==> src/rtl/fifo_pkg.sv <==
// Shared pointer helpers for the dual-clock FIFO write and read controllers.
// Holds the default address width and the Gray/binary conversion functions.
// Functions work on a 32-bit word; callers zero-extend in and truncate out.
package fifo_pkg;

  localparam int FIFO_ADDRSIZE = 3;

  typedef logic [31:0] ptr_word_t;

  // Binary to Gray. Zero-extended inputs give zero-extended results,
  // so the caller can truncate back to any pointer width.
  function automatic ptr_word_t bin2gray(input ptr_word_t b);
    return b ^ (b >> 1);
  endfunction

  // Gray to binary. Each binary bit is the XOR of all Gray bits at and
  // above it. Upper zero bits leave the lower result unaffected.
  function automatic ptr_word_t gray2bin(input ptr_word_t g);
    ptr_word_t b;
    b[31] = g[31];
    for (int i = 30; i >= 0; i--) begin
      b[i] = b[i+1] ^ g[i];
    end
    return b;
  endfunction

endpackage

==> src/rtl/sync_2ff.sv <==
// Two-flop synchroniser for a Gray-coded pointer crossing clock domains.
// Latency: 2 destination-clock edges. No backpressure; samples every cycle.
// Ports: clk_i/rst_ni destination clock and async active-low reset,
//        d_i asynchronous input bus, q_o synchronised output bus.
module sync_2ff #(
  parameter int WIDTH = 4
) (
  input  logic             clk_i,
  input  logic             rst_ni,
  input  logic [WIDTH-1:0] d_i,
  output logic [WIDTH-1:0] q_o
);

  logic [WIDTH-1:0] meta_q;
  logic [WIDTH-1:0] sync_q;

  always_ff @(posedge clk_i or negedge rst_ni) begin
    if (!rst_ni) begin
      meta_q <= '0;
      sync_q <= '0;
    end else begin
      meta_q <= d_i;
      sync_q <= meta_q;
    end
  end

  assign q_o = sync_q;

endmodule

==> src/rtl/fifo_wptr_full.sv <==
// Write-side pointer/flag controller for a dual-clock FIFO memory.
// Latency: write accepted on the edge with wclken=1; read-pointer changes reach flags 3 edges later.
// Backpressure: wclken is gated by a registered, pessimistic wfull; writes while full are dropped and counted.
// Ports: wclk/wrst_n clock and async active-low reset; winc write request;
//        wq_rptr Gray read pointer (read domain); wovf_clr overflow clear;
//        waddr/wclken memory write address/enable; wptr Gray write pointer;
//        wfull, walmost_full, wlevel fill status; woverflow, wovf_count drop stats.
module fifo_wptr_full
  import fifo_pkg::*;
#(
  parameter int ADDRSIZE    = FIFO_ADDRSIZE,
  parameter int AFULL_LEVEL = 6,
  parameter int OVF_W       = 8
) (
  input  logic                wclk,
  input  logic                wrst_n,
  input  logic                winc,
  input  logic [ADDRSIZE:0]   wq_rptr,
  input  logic                wovf_clr,
  output logic [ADDRSIZE-1:0] waddr,
  output logic [ADDRSIZE:0]   wptr,
  output logic                wclken,
  output logic                wfull,
  output logic                walmost_full,
  output logic [ADDRSIZE:0]   wlevel,
  output logic                woverflow,
  output logic [OVF_W-1:0]    wovf_count
);

  localparam int                PTR_W     = ADDRSIZE + 1;
  localparam logic [ADDRSIZE:0] AFULL_THR = PTR_W'(AFULL_LEVEL);

  logic [ADDRSIZE:0] wq2_rptr;
  logic [ADDRSIZE:0] rbin_s;

  logic [ADDRSIZE:0] wbin_q,  wbin_d;
  logic [ADDRSIZE:0] wptr_q,  wptr_d;
  logic [ADDRSIZE:0] wlevel_q, wlevel_d;
  logic              wfull_q, wfull_d;
  logic              walmost_full_q, walmost_full_d;
  logic              woverflow_q, woverflow_d;
  logic [OVF_W-1:0]  wovf_count_q, wovf_count_d;

  logic              accept;
  logic              drop;

  sync_2ff #(
    .WIDTH (PTR_W)
  ) u_rptr_sync (
    .clk_i  (wclk),
    .rst_ni (wrst_n),
    .d_i    (wq_rptr),
    .q_o    (wq2_rptr)
  );

  always_comb begin
    accept         = winc & ~wfull_q;
    drop           = winc &  wfull_q;
    wbin_d         = wbin_q + PTR_W'(accept);
    wptr_d         = PTR_W'(bin2gray(32'(wbin_d)));
    rbin_s         = PTR_W'(gray2bin(32'(wq2_rptr)));
    wlevel_d       = wbin_d - rbin_s;
    // In Gray code, "write is one lap ahead of read" means the two MSBs
    // differ and the rest match.
    wfull_d        = (wptr_d == {~wq2_rptr[ADDRSIZE:ADDRSIZE-1], wq2_rptr[ADDRSIZE-2:0]});
    walmost_full_d = (wlevel_d >= AFULL_THR);

    // A clear coinciding with a drop keeps that drop: flag=1, count=1.
    woverflow_d  = woverflow_q | drop;
    wovf_count_d = wovf_count_q;
    if (wovf_clr) begin
      woverflow_d  = drop;
      wovf_count_d = OVF_W'(drop);
    end else if (drop && (wovf_count_q != {OVF_W{1'b1}})) begin
      wovf_count_d = wovf_count_q + 1'b1;
    end
  end

  always_ff @(posedge wclk or negedge wrst_n) begin
    if (!wrst_n) begin
      wbin_q         <= '0;
      wptr_q         <= '0;
      wlevel_q       <= '0;
      wfull_q        <= 1'b0;
      walmost_full_q <= 1'b0;
      woverflow_q    <= 1'b0;
      wovf_count_q   <= '0;
    end else begin
      wbin_q         <= wbin_d;
      wptr_q         <= wptr_d;
      wlevel_q       <= wlevel_d;
      wfull_q        <= wfull_d;
      walmost_full_q <= walmost_full_d;
      woverflow_q    <= woverflow_d;
      wovf_count_q   <= wovf_count_d;
    end
  end

  assign waddr        = wbin_q[ADDRSIZE-1:0];
  assign wptr         = wptr_q;
  assign wclken       = accept;
  assign wfull        = wfull_q;
  assign walmost_full = walmost_full_q;
  assign wlevel       = wlevel_q;
  assign woverflow    = woverflow_q;
  assign wovf_count   = wovf_count_q;

endmodule

==> config.mk <==
export PLATFORM = sky130hd
export DESIGN_NAME = fifo_wptr_full
export DESIGN_NICKNAME = d
export VERILOG_FILES = /design/src/rtl/fifo_pkg.sv /design/src/rtl/sync_2ff.sv /design/src/rtl/fifo_wptr_full.sv
export SDC_FILE = /design/constraint.sdc
export NUM_CORES = 1
export LEC_CHECK = 0
export ABC_AREA = 1
export ABC_CLOCK_PERIOD_IN_PS = 1970
export BUFFER_PORTS_ARGS = -buffer_cell sky130_fd_sc_hd__buf_2
export CAP_MARGIN = 20
export CORE_ASPECT_RATIO = 0.75
export CORE_MARGIN = 10
export CORE_UTILIZATION = 50
export CTS_BUF_LIST = sky130_fd_sc_hd__clkbuf_8
export DETAILED_ROUTE_END_ITERATION = 12
export GPL_ROUTABILITY_DRIVEN = 0
export MAX_ROUTING_LAYER = met4
export PLACE_DENSITY = 0.77
export SYNTH_ARGS = -nofsm -noshare
export SYNTH_HDL_FRONTEND = slang
export SYNTH_SLANG_ARGS = --single-unit
==> constraint.sdc <==
create_clock -name wclk -period 1.97 [get_ports wclk]
set_clock_uncertainty 0.2 [all_clocks]
set_input_delay 0.0985 -clock wclk [delete_from_list [all_inputs] [get_ports wclk]]
set_output_delay 0.0985 -clock wclk [all_outputs]
set_load 0.02 [all_outputs]
# Word-level counts from Yosys, hierarchy flattened
# Cells that the tools add are included.
# Widths: inputs -> output; s select.
[totals]
output_inout_bits = 23
elab_cells = 29
in_bits = 8
regBits = 31
[op_classes]
n_bitwise = 9
n_eq_ne = 2
add_sub_neg = 3
mux = 3
magnitude_cmp = 1
n_reduce_logical = 2
[op_table]
columns = ["operator", "n"]
rows = [
  ["$mux 8", 2],
  ["$add 8x1->8 const B", 1],
  ["$ne 8x8->1 const B", 1],
  ["$add 4x1->4", 1],
  ["$eq 4x4->1", 1],
  ["$ge 4x3->1 const B", 1],
  ["$sub 4x4->4", 1],
  ["$xor 4x3->4", 1],
  ["$xor 1x1->1", 3],
  ["$and 1x1->1", 2],
  ["$not 2->2", 1],
  ["$reduce_bool 2->1", 1],
  ["$logic_and 1x1->1", 1],
  ["$mux 1", 1],
  ["$not 1->1", 1],
  ["$or 1x1->1", 1],
]

# Longest topological paths before layout
# Gate-level depths: netlist (run 1).
[depth]
ltp_word = 5
mapped_depth = 13
mapped_depth_nobuf = 13

# Cells and area by module
# From an unflattened synthesis (run 1), not the netlist that was laid out.
[unflattened]
cells_unflattened = 157
area_unflattened_um2 = 1413.9
[by_module_without_submodules]
columns = ["module", "instances", "cells_each", "seq_area_each_um2", "area_each_um2"]
rows = [
  ["fifo_wptr_full", 1, 149, 550.5, 1213.7],
  ["sync_2ff", 1, 8, 200.2, 200.2],
]

# Worst setup path after synthesis (run 1)
# Ideal clock, no wire load.
[synth_path]
kind = "register to register"
start = "reg wfull_q, in the netlist wfull"
end = "reg walmost_full_q, in the netlist walmost_full"
path_buffers = 0
t_arrival_ns = 2.095
stages_incl_launch_ff = 8
path_slack_ns = -0.451
period_less_slack_ns = 2.421
setup_ns = 0.126
required_ns = 1.644
path_cell_list = "dfrtp_1 nor2_1 ha_1 ha_1 fa_1 xor2_1 nand2_1 nand3_1"
[synth_via]
elab_chain_cells = 5
[synth_lines]
columns = ["element", "line_no", "text"]
rows = [
  ["start, declared", "fifo_wptr_full.sv:39", "logic wfull_q, wfull_d;"],
  ["start signal, assigned", "fifo_wptr_full.sv:92", "wfull_q <= wfull_d;"],
  ["$not 1->1", "fifo_wptr_full.sv:57", "accept = winc & ~wfull_q;"],
  ["$and 1x1->1", "fifo_wptr_full.sv:57", ""],
  ["named net wclken", "fifo_wptr_full.sv:22", "output logic wclken,"],
  ["$add 4x1->4", "fifo_wptr_full.sv:59", "wbin_d = wbin_q + PTR_W'(accept);"],
  ["named net wbin_d[1]", "fifo_wptr_full.sv:36", "logic [ADDRSIZE:0] wbin_q, wbin_d;"],
  ["$sub 4x4->4", "fifo_wptr_full.sv:62", "wlevel_d = wbin_d - rbin_s;"],
  ["named net wlevel_d[2]", "fifo_wptr_full.sv:38", "logic [ADDRSIZE:0] wlevel_q, wlevel_d;"],
  ["$ge 4x3->1", "fifo_wptr_full.sv:66", "walmost_full_d = (wlevel_d >= AFULL_THR);"],
  ["named net walmost_full_d", "fifo_wptr_full.sv:40", "logic walmost_full_q, walmost_full_d;"],
  ["end signal, assigned", "fifo_wptr_full.sv:93", "walmost_full_q <= walmost_full_d;"],
  ["end, declared", "fifo_wptr_full.sv:40", ""],
]
# The timed path passes the listed nets, and every way through them passes these cells.
# A chain may end at the register's enable or synchronous reset.

# Worst setup path after layout (run 1)
[layout_path]
start = "reg u_rptr_sync.sync_q[3], in the netlist u_rptr_sync.q_o[3]"
end = "reg walmost_full_q, in the netlist walmost_full"
[layout_via]
elab_chain_cells = 5
[layout_lines]
columns = ["element", "line_no", "text"]
rows = [
  ["start, declared", "sync_2ff.sv:15", "logic [WIDTH-1:0] sync_q;"],
  ["start signal, assigned", "sync_2ff.sv:23", "sync_q <= meta_q;"],
  ["$xor 1x1->1 (3 in a row)", "fifo_pkg.sv:22", "b[i] = b[i+1] ^ g[i];"],
  ["$sub 4x4->4 *", "fifo_wptr_full.sv:62", ""],
  ["$ge 4x3->1 *", "fifo_wptr_full.sv:66", ""],
  ["named net walmost_full_d", "fifo_wptr_full.sv:40", ""],
]
# Mark *: on every way through the listed nets, which the timed path passes. The rest lies on a longest branch.

==> results of run 1 <==
[how the worst max path moves through the flow]
stage                                   from            to  slack, ps  depth (start not counted)
after global routing      u_rptr_sync.q_o[3]  walmost_full       -220                          9
after global placement    u_rptr_sync.q_o[2]  walmost_full          6                         10
after CTS                 u_rptr_sync.q_o[3]  walmost_full       -100                          9
after floorplan           u_rptr_sync.q_o[3]  walmost_full        -80                          9
after detailed placement  u_rptr_sync.q_o[2]  walmost_full       -100                          9
final                     u_rptr_sync.q_o[3]  walmost_full        -90                         10
[metal layers]
layer	vias up	GRT usage [%]	wire [um]
met1	548	15.13	1442
met2	34	20.08	1502
li1	607	-	-
met4	0	5.819	39
met3	4	4.348	243
met5	-	-	0
[power groups by stage]
stage	Sequential [uW]	Combinational, uW	Clock, uW
floorplan	1080	766	0
global placement	888	1310	0
detailed placement	900	1370	0
CTS	890	1400	460
global route	907	1550	497
finish	888	1400	442
[state kept, by name, summed over array words and instances, names as in the netlist]
| signal | flops |
|---|---|
| u_rptr_sync.meta_q | 4 |
| wptr | 3 |
| u_rptr_sync.q_o | 4 |
| wbin_q | 4 |
| walmost_full | 1 |
| woverflow | 1 |
| wlevel | 4 |
| wfull | 1 |
| wovf_count | 8 |
[per-stage QoR]
step,cells,cell area [sq um]
finish,249,1919
global route,249,1919
CTS,248,1904
detailed placement,232,1739
global placement,232,1739
floorplan,159,1491
[repair_timing]
item	4_1_cts	5_1_grt
endpoints found under the hold margin	36	0
hold buffers	7	0
pin swaps	5	1
resized for setup	3	1
endpoints found under the setup margin	2	5
setup buffers	1	2
[kinds of logic (layout without fill, tap and decap cells)]
kind of cell | count (synthesis) | after routing | synth area share [%]
compound gates | 13 | 13 | 5.384
buf+inv | 25 | 79 | 6.619
fa+ha+maj | 7 | 7 | 6.708
flops | 30 | 30 | 52.96
simple gates | 80 | 80 | 24.89
xor+xnor | 4 | 4 | 3.442
[area by class of cell]
cell class | instances | area (sq um)
flip-flops and latches | 30 | 752.0
clock inverters | 3 | 11.26
well taps | 36 | 45.04
clock buffers | 5 | 68.82
repair buffers | 46 | 287.8
multi-input cells | 104 | 660.6
inverters | 25 | 93.84
fillers | 212 | 743.2
[critical path: stages, from the launching register on]
cell,delay [ps]
dfrtp_1,410
xnor2_2,210
buf_4,160
xor2_2,270
ha_4,250
a21o_1,160
nand2_1,90
nand2_2,70
inv_1,50
nand2_1,60
nand3_1,80
[cells in the final DEF (no fill, tap or decap), types with 2 or more instances in the layout]
cell	Yosys	layout
a21oi_1	2	2
inv_2	1	3
dfrtp_1	30	29
ha_1	6	2
o21ai_1	3	3
nand4_1	4	4
ha_4	0	4
buf_2	0	30
nand2_1	44	41
inv_1	23	24
nand2_2	3	6
nor2_1	11	10
clkbuf_8	0	5
buf_4	0	9
o21ai_0	5	5
dlygate4sd3_1	0	7
nand3_1	13	12
==> impl_metrics.env, run 1 <==
export IMPL_timing_critical_path_fanout_max=2
export IMPL_initialDrtViolationCount=62
export IMPL_portBuffers=30
export IMPL_synthTopCellsByArea="dfrtp_1 53%, nand2_1 12%, inv_1 6.1%"
export IMPL_cts_path_max_buffers=2
export IMPL_leak_pwr_uw=0.001021
export IMPL_mappedNetlistNets=174
export IMPL_critPathKind="reg2reg"
export IMPL_setup_violations=2
export IMPL_cts_inserted_buffers=5
export IMPL_fin_setup_tns_ps=-160.5
export IMPL_p_switching_uw=1157
export IMPL_synth_warning_count=0
export IMPL_totalWireLength_um=3227
export IMPL_via_count=1193
export IMPL_max_vdd_ir_drop_mv=0.8961
export IMPL_rr_startpoint="u_rptr_sync.q_o[3]"
export IMPL_utilization_pct=72.09
export IMPL_max_freq_mhz=486.1
export IMPL_clock_pin_transition_on_the_worst_setup_and_hold_timing_paths_ps=60
export IMPL_rows=16
export IMPL_syn_mean_instance_area_sq_um=8.916
export IMPL_design_power_total_uw=2727
export IMPL_first_global_vias=1171
export IMPL_detail_route_antenna_nets=0
export IMPL_worst_r2r_setup_slack_ps=-90
export IMPL_number_of_flops_mapped_to_enable_cells_by_yosys=0
export IMPL_pwr_share_seq_pct=32.6
export IMPL_power_combinational_fraction_pct=51.2
export IMPL_final_setup_worst_slack_ps=-87.24
export IMPL_die_area_sq_um=5387
export IMPL_pre_cts_ws_ps=-103.7
export IMPL_yosysSeqAreaShare_pct=52.96
export IMPL_io_pin_count=31
export IMPL_nets_finish=227
export IMPL_synth_most_common_cell="nand2_1"
export IMPL_worst_ep_required_time_ps=1980
export IMPL_min_path_type="in2reg"
export IMPL_cts_sinks=30
export IMPL_die_h_um=66.12
export IMPL_die_width_um=81.49
export IMPL_failed_checks="setup timing"
export IMPL_antenna_found_initial=0
export IMPL_power_density_nw_per_um2=1421
export IMPL_worst_ep_arrival_time_ps=2070
export IMPL_maximum_number_of_pins_on_one_net_before_global_route_repair=31
export IMPL_dpl_hpwl_um=2471
export IMPL_initial_utilization_pct=53.24
export IMPL_yosysTopAreaCell="dfrtp_1"
export IMPL_synthCells=159
export IMPL_ffs_latches_synth=30
export IMPL_route_detailed_vias_per_inst=4.791
export IMPL_synthesized_area_sq_um=1418
export IMPL_cts_root_buf="clkbuf_8"
export IMPL_hold_end="wbin_q[0]"
export IMPL_num_antenna_cells=0
export IMPL_layout_worst_path_cycle_share_pct=104.4
export IMPL_max_cap_violations=0
export IMPL_track_usage_pct=13.04
export IMPL_reg2reg_depth=10
export IMPL_drv_slew=0
export IMPL_area_delta_synth_final_pct=35.39
export IMPL_max_slew_margin_vs_limit_pct=57.33
export IMPL_clock_power_share_pct=16.2
export IMPL_htree_levels=2
export IMPL_synth_commonest_cells="44 x nand2_1, 30 x dfrtp_1, 23 x inv_1"
export IMPL_holdPathStages=4
export IMPL_fin_worst_hold_slack_ps=94.13
export IMPL_post_route_cells_drive_above_1_share_pct=30.99
export IMPL_timing_critical_path_to_type="register"
export IMPL_timing_hold_worst_start="winc"
export IMPL_synth_top_cell_area_share_pct=52.96
export IMPL_startpoint_type="register"
export IMPL_routedWlPerCell_um=12.96
export IMPL_grt_first_pass_wirelength_um=5244
export IMPL_overflow=0
export IMPL_swShare_pct=42.43
export IMPL_clk_latency_ps=280
export IMPL_worst_slew_pin_transition_ps=640.0
export IMPL_worstReg2RegEnd="walmost_full"
export IMPL_p_int_uw=1570
export IMPL_rsz0062_at_grt="yes"
export IMPL_drt_pre_antenna_iters=5
export IMPL_synthArstFlopShare_pct=100.0
export IMPL_ys_types=25
export IMPL_status="complete, but fails checks"
export IMPL_tritoncts_clock_tree="yes"
export IMPL_detail_route_drc_violations=0
export IMPL_core_area_sq_um=2663
export IMPL_yosys_most_used_dff="dfrtp_1"
export IMPL_hold_viol=0
export IMPL_min_period_ps=2057
(Power assumes the default switching activity.)
==> run 2: changes to the inputs <==
--- a/config.mk
+++ b/config.mk
@@ -9,14 +9,16 @@
 export ABC_CLOCK_PERIOD_IN_PS = 1970
 export BUFFER_PORTS_ARGS = -buffer_cell sky130_fd_sc_hd__buf_2
 export CAP_MARGIN = 20
+export CELL_PAD_IN_SITES_DETAIL_PLACEMENT = 1
+export CELL_PAD_IN_SITES_GLOBAL_PLACEMENT = 1
 export CORE_ASPECT_RATIO = 0.75
 export CORE_MARGIN = 10
-export CORE_UTILIZATION = 50
+export CORE_UTILIZATION = 37
 export CTS_BUF_LIST = sky130_fd_sc_hd__clkbuf_8
+export CTS_CLUSTER_DIAMETER = 150
 export DETAILED_ROUTE_END_ITERATION = 12
 export GPL_ROUTABILITY_DRIVEN = 0
-export MAX_ROUTING_LAYER = met4
-export PLACE_DENSITY = 0.77
+export PLACE_DENSITY_LB_ADDON = 0.1
 export SYNTH_ARGS = -nofsm -noshare
 export SYNTH_HDL_FRONTEND = slang
 export SYNTH_SLANG_ARGS = --single-unit
==> impl_metrics.env, run 2 (synthesized netlist as in run 1, its figures left out) <==
export IMPL_antenna_found_initial=0
export IMPL_worst_r2r_setup_slack_ps=-130
export IMPL_met1_track_utilization_from_global_routing_pct=15.10
export IMPL_setup_violations=3
export IMPL_die_width_um=91.48
export IMPL_power_density_nw_per_um2=1495
export IMPL_initialDrtViolationCount=27
export IMPL_leak_pwr_uw=0.001041
export IMPL_dpl_hpwl_um=2873
export IMPL_instances_no_fill=269
export IMPL_critPathKind="reg2reg"
export IMPL_cts_root_buf="clkbuf_8"
export IMPL_failed_checks="setup timing"
export IMPL_route_detailed_vias_per_inst=4.558
export IMPL_hold_viol=0
export IMPL_power_combinational_fraction_pct=53.8
export IMPL_worstReg2RegEnd="walmost_full"
export IMPL_rr_startpoint="u_rptr_sync.q_o[2]"
export IMPL_cts_inserted_buffers=5
export IMPL_worst_path_stages=9
export IMPL_worst_path_buf_inv=2
export IMPL_critPathCapture="walmost_full"
export IMPL_reg2reg_depth=9
export IMPL_startpoint_type="register"
export IMPL_rows=19
export IMPL_io_pin_count=31
export IMPL_worst_slew_pin_transition_ps=655.6
export IMPL_max_freq_mhz=475.9
export IMPL_placedCellCount=248
export IMPL_drv_slew=0
export IMPL_maximum_number_of_pins_on_one_net_before_global_route_repair=31
export IMPL_routedWlPerCell_um=14.05
export IMPL_min_path_type="in2reg"
export IMPL_pwr_share_seq_pct=29.7
export IMPL_grt_util_met2_pct=17.94
export IMPL_htree_levels=2
export IMPL_num_antenna_cells=0
export IMPL_critPathSlowestCell="dfrtp_1"
export IMPL_overflow=0
export IMPL_p_int_uw=1718
export IMPL_path_delay_family="XOR/XNOR gates"
export IMPL_timing_critical_path_fanout_max=2
export IMPL_timing_critical_path_to_type="register"
export IMPL_worst_ep_arrival_time_ps=2070
export IMPL_max_vdd_ir_drop_mv=0.8756
export IMPL_pre_cts_ws_ps=-206.6
export IMPL_use_met3_pct=4.476
export IMPL_first_global_vias=1319
export IMPL_area_delta_synth_final_pct=41.48
export IMPL_design_power_total_uw=2998
export IMPL_cts_path_max_buffers=2
export IMPL_layout_worst_path_cycle_share_pct=106.7
export IMPL_worst_ep_required_time_ps=1930
export IMPL_initial_utilization_pct=38.47
export IMPL_max_cap_violations=0
export IMPL_grt_first_pass_wirelength_um=6368
export IMPL_swShare_pct=42.68
export IMPL_fin_worst_hold_slack_ps=93.17
export IMPL_post_route_cells_drive_above_1_share_pct=37.33
export IMPL_min_period_ps=2101
export IMPL_clock_power_share_pct=16.5
export IMPL_critical_path_max_stage_delay_ps=400
export IMPL_status="complete, but fails checks"
export IMPL_grt_busiest_layer="met2"
export IMPL_totalWireLength_um=3779
export IMPL_mostFrequentLayoutCells="37 x nand2_1, 30 x buf_2, 29 x dfrtp_1"
export IMPL_cts_sinks=30
export IMPL_detail_route_drc_violations=0
export IMPL_die_area_sq_um=6733
export IMPL_tritoncts_clock_tree="yes"
export IMPL_crit_chain="xnor2_2, xnor3_1, inv_1, ha_2, inv_2, fa_2, xor2_2, nand2_1, nand3_1"
export IMPL_largest_reg_flops=8
export IMPL_die_h_um=73.61
export IMPL_p_switching_uw=1279
export IMPL_nets_finish=231
export IMPL_max_slew_margin_vs_limit_pct=56.29
export IMPL_drt_pre_antenna_iters=4
export IMPL_core_area_sq_um=3685
export IMPL_detail_route_antenna_nets=0
export IMPL_track_usage_pct=11.89
export IMPL_clk_latency_ps=280
export IMPL_via_count=1226
export IMPL_final_setup_worst_slack_ps=-131.3
export IMPL_mostFrequentLayoutCell="nand2_1"
export IMPL_rsz0062_at_grt="yes"
export IMPL_crit_start="u_rptr_sync.q_o[2]"
export IMPL_portBuffers=30
export IMPL_clock_pin_transition_on_the_worst_setup_and_hold_timing_paths_ps=60
-- run 2: repair_timing --
item / CTS / global route
setup endpoints to repair: 4 / 5
pin swaps: 6 / 7
endpoints found under the hold margin: 36 / 0
gates resized for setup: 4 / 9
hold buffers: 7 / 0
buffers inserted: 3 / 3
-- run 2: area by class of cell --
cell class / instances / area [sq um]
fill: 436 / 1679
sequential: 30 / 752.0
multi-input combinational: 104 / 685.7
timing repair buffer: 50 / 317.8
inverter: 25 / 93.84
clock buffer: 6 / 82.58
tap: 52 / 65.06
clock inverter: 2 / 8.758
-- run 2: worst min path at each step --
stage | startpoint | endpoint | slack, ps | cells past startpoint
6_report | winc | wbin_q[0] | 90 | 4
2_1_floorplan | wrst_n | u_rptr_sync.meta_q[0] | -400 | 0
5_1_grt | winc | wbin_q[0] | 100 | 4
3_3_place_gp | wrst_n | u_rptr_sync.meta_q[3] | -30 | 1
4_1_cts | winc | wbin_q[0] | 120 | 4
3_5_place_dp | wrst_n | u_rptr_sync.meta_q[2] | -20 | 1
-- run 2: metal layers --
metal | share of wire [%] | up-vias
met4 | 1.4 | 0
met1 | 47 | 574
li1 | - | 619
met2 | 45 | 26
met3 | 7.1 | 7
met5 | 0 | -
-- run 2: tightest hold or removal path, cell delays in order --
cell    delay, ps
buf_2          90
inv_1          60
nor2_4        120
ha_4          160
-- run 2: power by group through the flow --
| stage | registers, uW | clock network (uW) | logic (uW) |
|---|---|---|---|
| 3_3_place_gp | 892 | 0 | 1340 |
| 2_1_floorplan | 1080 | 0 | 766 |
| 3_5_place_dp | 901 | 0 | 1410 |
| 6_report | 890 | 494 | 1610 |
| 4_1_cts | 894 | 511 | 1500 |
| 5_1_grt | 917 | 541 | 1810 |
-- run 2: per-stage QoR --
step | setup TNS (ps) | area (sq um) | util, %
after floorplan | -99.25 | 1491 | -
after global placement | -78.71 | 1759 | 47.74
after detailed placement | -313.2 | 1759 | 47.74
after CTS | -220.4 | 1958 | 53.14
after global routing | -688.7 | 2006 | 54.43
final | -285.1 | 2006 | 54.43
